[src/rtl/status_stack_unit.sv]
// Micro/machine status registers with a save stack, invertible condition test and carry-in mux.
// State updates one cycle after commands; ct is optionally registered; no backpressure.
module status_stack_unit #(
  parameter int DEPTH  = 4,
  parameter int CT_REG = 0
) (
  input  logic                         clk,
  input  logic                         reset,
  input  logic [3:0]                   iflags,
  input  logic [3:0]                   yflags,
  input  logic [2:0]                   ucmd,
  input  logic [2:0]                   mcmd,
  input  logic [3:0]                   men,
  input  logic                         push,
  input  logic                         pop,
  input  logic                         err_clr,
  input  logic [3:0]                   cond,
  input  logic [1:0]                   csrc,
  input  logic [1:0]                   cin_sel,
  input  logic                         cin_msr,
  input  logic                         cin_inv,
  input  logic                         cx,
  output logic [3:0]                   usr,
  output logic [3:0]                   msr,
  output logic                         ct,
  output logic                         co,
  output logic [$clog2(DEPTH+1)-1:0]   depth_cnt,
  output logic                         full,
  output logic                         empty,
  output logic                         stk_err
);
  localparam int CW = $clog2(DEPTH + 1);
  localparam int AW = (DEPTH > 1) ? $clog2(DEPTH) : 1;

  logic [3:0]    usrQ, msrQ, usrD, msrD, mLoad, srcFlags;
  logic [CW-1:0] depthQ, depthD;
  logic          errQ, errD, ctQ, ctComb, baseB;
  logic          isFull, isEmpty, doPush, doPop, errSet;
  logic [7:0]    stackMem [DEPTH];
  logic [7:0]    topEntry;
  logic [AW-1:0] wrIdx, rdIdx;

  assign isFull   = (depthQ == CW'(DEPTH));
  assign isEmpty  = (depthQ == '0);
  assign wrIdx    = AW'(depthQ);
  assign rdIdx    = AW'(depthQ - CW'(1));
  assign topEntry = stackMem[rdIdx];

  always_comb begin
    doPush = push & ~pop;
    doPop  = pop & ~push;
    errSet = (doPush & isFull) | (doPop & isEmpty);

    case (ucmd)
      3'd1:    usrD = iflags;
      3'd2:    usrD = {iflags[3:2], ~iflags[1], iflags[0]};
      3'd3:    usrD = {iflags[3:1], iflags[0] | usrQ[0]};
      3'd4:    usrD = msrQ;
      3'd5:    usrD = 4'hF;
      3'd6:    usrD = 4'h0;
      default: usrD = usrQ;
    endcase

    case (mcmd)
      3'd1:    mLoad = iflags;
      3'd2:    mLoad = {iflags[3:2], ~iflags[1], iflags[0]};
      3'd3:    mLoad = yflags;
      3'd4:    mLoad = usrQ;
      3'd5:    mLoad = usrQ;
      3'd6:    mLoad = ~msrQ;
      3'd7:    mLoad = 4'h0;
      default: mLoad = msrQ;
    endcase
    msrD = (mLoad & men) | (msrQ & ~men);
    // SWAP moves the old MSR into uSR whatever ucmd says
    if (mcmd == 3'd5) usrD = msrQ;

    depthD = depthQ;
    if (doPush && !isFull) depthD = depthQ + CW'(1);
    if (doPop && !isEmpty) begin
      depthD       = depthQ - CW'(1);
      {msrD, usrD} = topEntry;
    end

    errD = errSet | (errQ & ~err_clr);

    case (csrc)
      2'd1:    srcFlags = msrQ;
      2'd2:    srcFlags = iflags;
      default: srcFlags = usrQ;
    endcase
    case (cond[3:1])
      3'd0:    baseB = (srcFlags[2] ^ srcFlags[0]) | srcFlags[3];
      3'd1:    baseB = srcFlags[2] ^ srcFlags[0];
      3'd2:    baseB = srcFlags[3];
      3'd3:    baseB = srcFlags[0];
      3'd4:    baseB = srcFlags[1] | srcFlags[3];
      3'd5:    baseB = srcFlags[1];
      3'd6:    baseB = srcFlags[2];
      default: baseB = 1'b1;
    endcase
    ctComb = baseB ^ cond[0];

    case (cin_sel)
      2'd0:    co = 1'b0;
      2'd1:    co = 1'b1;
      2'd2:    co = cx;
      default: co = (cin_msr ? msrQ[1] : usrQ[1]) ^ cin_inv;
    endcase
  end

  always_ff @(posedge clk) begin
    if (reset) begin
      usrQ   <= '0;
      msrQ   <= '0;
      depthQ <= '0;
      errQ   <= 1'b0;
      ctQ    <= 1'b0;
    end else begin
      usrQ   <= usrD;
      msrQ   <= msrD;
      depthQ <= depthD;
      errQ   <= errD;
      ctQ    <= ctComb;
    end
  end

  // Saves the pre-update registers; contents need no reset
  always_ff @(posedge clk) begin
    if (doPush && !isFull) stackMem[wrIdx] <= {msrQ, usrQ};
  end

  assign usr       = usrQ;
  assign msr       = msrQ;
  assign ct        = (CT_REG != 0) ? ctQ : ctComb;
  assign depth_cnt = depthQ;
  assign full      = isFull;
  assign empty     = isEmpty;
  assign stk_err   = errQ;
endmodule

[config.mk]
export PLATFORM = sky130hd
export DESIGN_NAME = status_stack_unit
export DESIGN_NICKNAME = d
export VERILOG_FILES = /design/src/rtl/status_stack_unit.sv
export SDC_FILE = /design/constraint.sdc
export NUM_CORES = 1
export LEC_CHECK = 0
export ABC_CLOCK_PERIOD_IN_PS = 3300
export CAP_MARGIN = 10
export CORE_MARGIN = 4
export CORE_UTILIZATION = 30
export CTS_BUF_LIST = sky130_fd_sc_hd__clkbuf_16
export DETAILED_ROUTE_END_ITERATION = 7
export SYNTH_ARGS = -nofsm -noshare
export SYNTH_HDL_FRONTEND = slang
export SYNTH_SLANG_ARGS = --single-unit
export TNS_END_PERCENT = 1
[constraint.sdc]
create_clock -name clk -period 3.3 [get_ports clk]
set_input_delay 0.495 -clock clk [delete_from_list [all_inputs] [get_ports clk]]
set_output_delay 0.495 -clock clk [all_outputs]
set_load 0.05 [all_outputs]
==> flow_summary_export.csv <==
group,metric,value,unit
sta,timing.max_slew.rel_slack,61.3,%
synth,syn-num-nets,253,
place,placed_cell_area,0.00313,mm²
global_routing,grtUsageTotal,13.4,%
setup_path,startpoint_type,"primary input",
sta,rsz0062_at_grt,"false",
global_routing,grt_max_degree,15,
detailed_routing,num_vias,1960,
global_routing,grt-ovfl-total,0,
cts,ctsHoldBuffers,0,
finish,nNetsFinal,316,
global_routing,grt_pass1_vias,1974,
synth,synth_cell_types,45,
setup_path,critical_path_class,"primary input to output port",
sta,max_freq,0.313,GHz
min_path,hold_depth,2,
floorplan,die_y,97.7,µm
setup_path,crit_arrival,2.70,ns
cts,clk_latency,0.28,ns
sta,setup_viol,0,
detailed_routing,drt_iter0_markers,96,
synth,ys_async_sr_fraction,0,%
synth,synth_area,0.00242,mm²
floorplan,io_pins,50,
global_routing,grt_pass1_wl,10100,µm
sta,finalCritPeriodShare,96.9,%
sta,finalClockSkew,0.00267,ns
cts,clkSinkCount,44,
synth,synth_flop_cell,"edfxtp_1",
sta,tightest_slew,0.579,ns
place,place_congestion,0.839,
synth,ys_warn_count,0,
detailed_routing,via_per_inst,5.20,
setup_path,required,2.80,ns
floorplan,die-width,97.7,µm
place,dp_hpwl,4570,µm
power_and_ir_drop,vdd_drop_max,0.209,mV
min_path,min_path_type,"flip-flop to flip-flop",
setup_path,cp-end-kind,"output port",
finish,syn2layout_area_growth,38.2,%
synth,synth_seq_cells,44,
cts,path_clk_slew,0.06,ns
cts,htreeDepth,2,
cts,cts_root_buf,"clkbuf_16",
detailed_routing,drc,0,
cts,ctsLongestPathBuffers,2,
sta,final_max_slew_viol_count,0,
setup_path,reg2regPathDepth,6,
floorplan,initial_core_util,31.1,%
synth,avgSynthCellArea,11.5,µm²
power_and_ir_drop,p_per_area,499,mW/mm²
setup_path,crit_fanout,7,
power_and_ir_drop,total_power,0.00167,W
floorplan,rows,32,
place,port_buffers,49,
sta,hold_viol,0,
synth,synth_edf_count,32,
sta,period_needed,3.20,ns
floorplan,core,0.00777,mm²
cts,cts_tree,"done",
detailed_routing,first_pass_iters,4,
detailed_routing,post_drt_wl_per_cell,16.7,µm
synth,yosysSeqAreaShare,49.7,%
floorplan,dieArea,0.00955,mm²
outcome,status,"completed",
cts,cts_buffers,5,
sta,whs,0.485,ns
finish,final_util,43.0,%
power_and_ir_drop,p_leak,1.19,nW
detailed_routing,drt.antenna.violating_nets,0,
finish,drive_gt1_share,16.7,%
finish,diodes,0,
job,maxCapViolCount,0,
synth,syn_inst,211,
global_routing,antenna_found_initial,0,
detailed_routing,drt_wl_total,6300,µm
finish,stdcell_area,0.00334,mm²
critical path: stages:
cell	delay, ns
clkdlybuf4s50_1	0.48
inv_1	0.07
ha_4	0.30
a221oi_1	0.07
or4_4	0.56
a2111oi_4	0.31
nor3_2	0.09
xor2_2	0.18
buf_12	0.16
cell usage after synthesis (3+ instances only):
master | number | area share [%]
nor3_1 | 6 | 1.2
dfxtp_1 | 12 | 9.9
nor3b_1 | 4 | 1.2
edfxtp_1 | 32 | 40
o22ai_1 | 4 | 1.0
nor2_1 | 9 | 1.4
clkbuf_1 | 9 | 1.4
o21ai_1 | 3 | 0.62
a31oi_1 | 7 | 1.8
and2_1 | 6 | 1.6
a21oi_1 | 17 | 3.5
a221oi_1 | 6 | 2.2
nand2_1 | 14 | 2.2
ha_1 | 8 | 4.1
inv_1 | 8 | 1.2
a21o_1 | 3 | 0.93
nor2b_1 | 5 | 1.3
mux4_2 | 8 | 7.5
mux2i_1 | 4 | 1.7
o21ai_0 | 5 | 1.0
nand3_1 | 3 | 0.62
or3_1 | 5 | 1.3
nand3b_1 | 4 | 1.2
layout make-up:
class                   count  area (µm²)
clock buffers               5         125
clock inverters             3        38.8
fillers                   758        4430
inverters                  10        37.5
multi-input cells         146        1170
flip-flops and latches     44        1200
well taps                 102         128
repair buffers             67         638
kinds of logic after synthesis:
logic type               share of synthesized area [%]
flip-flops                                        49.7
AND/OR/NAND/NOR                                   14.1
buffers and inverters                             3.62
adder cells (fa/ha/maj)                           4.14
XOR/XNOR                                          1.09
AO/OA/AOI/OAI                                     18.2
multiplexers                                      9.11
where the power goes:
group	total (W)	switching, W	internal (W)
sequential	0.000658	0.0000261	0.000632
combinational	0.000468	0.000261	0.000208
clock	0.000541	0.000189	0.000352
placed cells by master, fill, tap and decap left out, types with 5 or more instances in the layout:
master,n
clkdlybuf4s50_1,47
edfxtp_1,32
buf_4,18
a21oi_1,17
nand2_1,14
dfxtp_1,12
inv_1,9
nor2_1,9
mux4_2,8
a31oi_1,7
ha_1,7
and2_1,6
nor2b_1,5
nor3_1,5
o21ai_0,5
or3_1,5
clkbuf_16,5
stage by stage:
stage,setup WS [ns],std cells,TNS [ns]
detailed placement,-0.111,368,-0.111
global placement,-0.108,368,-0.108
floorplan,0.243,211,0
CTS,0.00270,377,0
finish,0.101,377,0
global route,0.00268,377,0
timing repair:
action,in CTS,in global routing
setup endpoints to repair,1,1
gates resized for setup,4,3
hold endpoints to repair,0,0
pin swaps,3,3
setup buffers,1,0
worst paths after layout:
kind	slack, ns	end	start
min reg2reg	0.48	stk_err$_SDFF_PP0_	stk_err$_SDFF_PP0_
min	0.48	stk_err$_SDFF_PP0_	stk_err$_SDFF_PP0_
max	0.10	ct	csrc[0]
max reg2reg	1.19	stackMem[1][5]$_DFFE_PP_	depth_cnt[1]$_SDFFE_PP0P_
layer usage:
metal  routed length [µm]  up-vias  track usage [%]  part of all wire [%]
met5                    0        -                0                     0
met4                  106        0             5.22                   1.7
met3                  416        8             1.79                   6.6
met2                 3070       83             22.9                    49
met1                 2710      924             17.1                    43
li1                     -      945                -                     -
state kept, by name, indices dropped and copies added, names as in the netlist, named ones only:
register and flops:
usr 4, stackMem 32, depth_cnt 3, stk_err 1
Note: power is estimated with default switching activity, not from simulation.
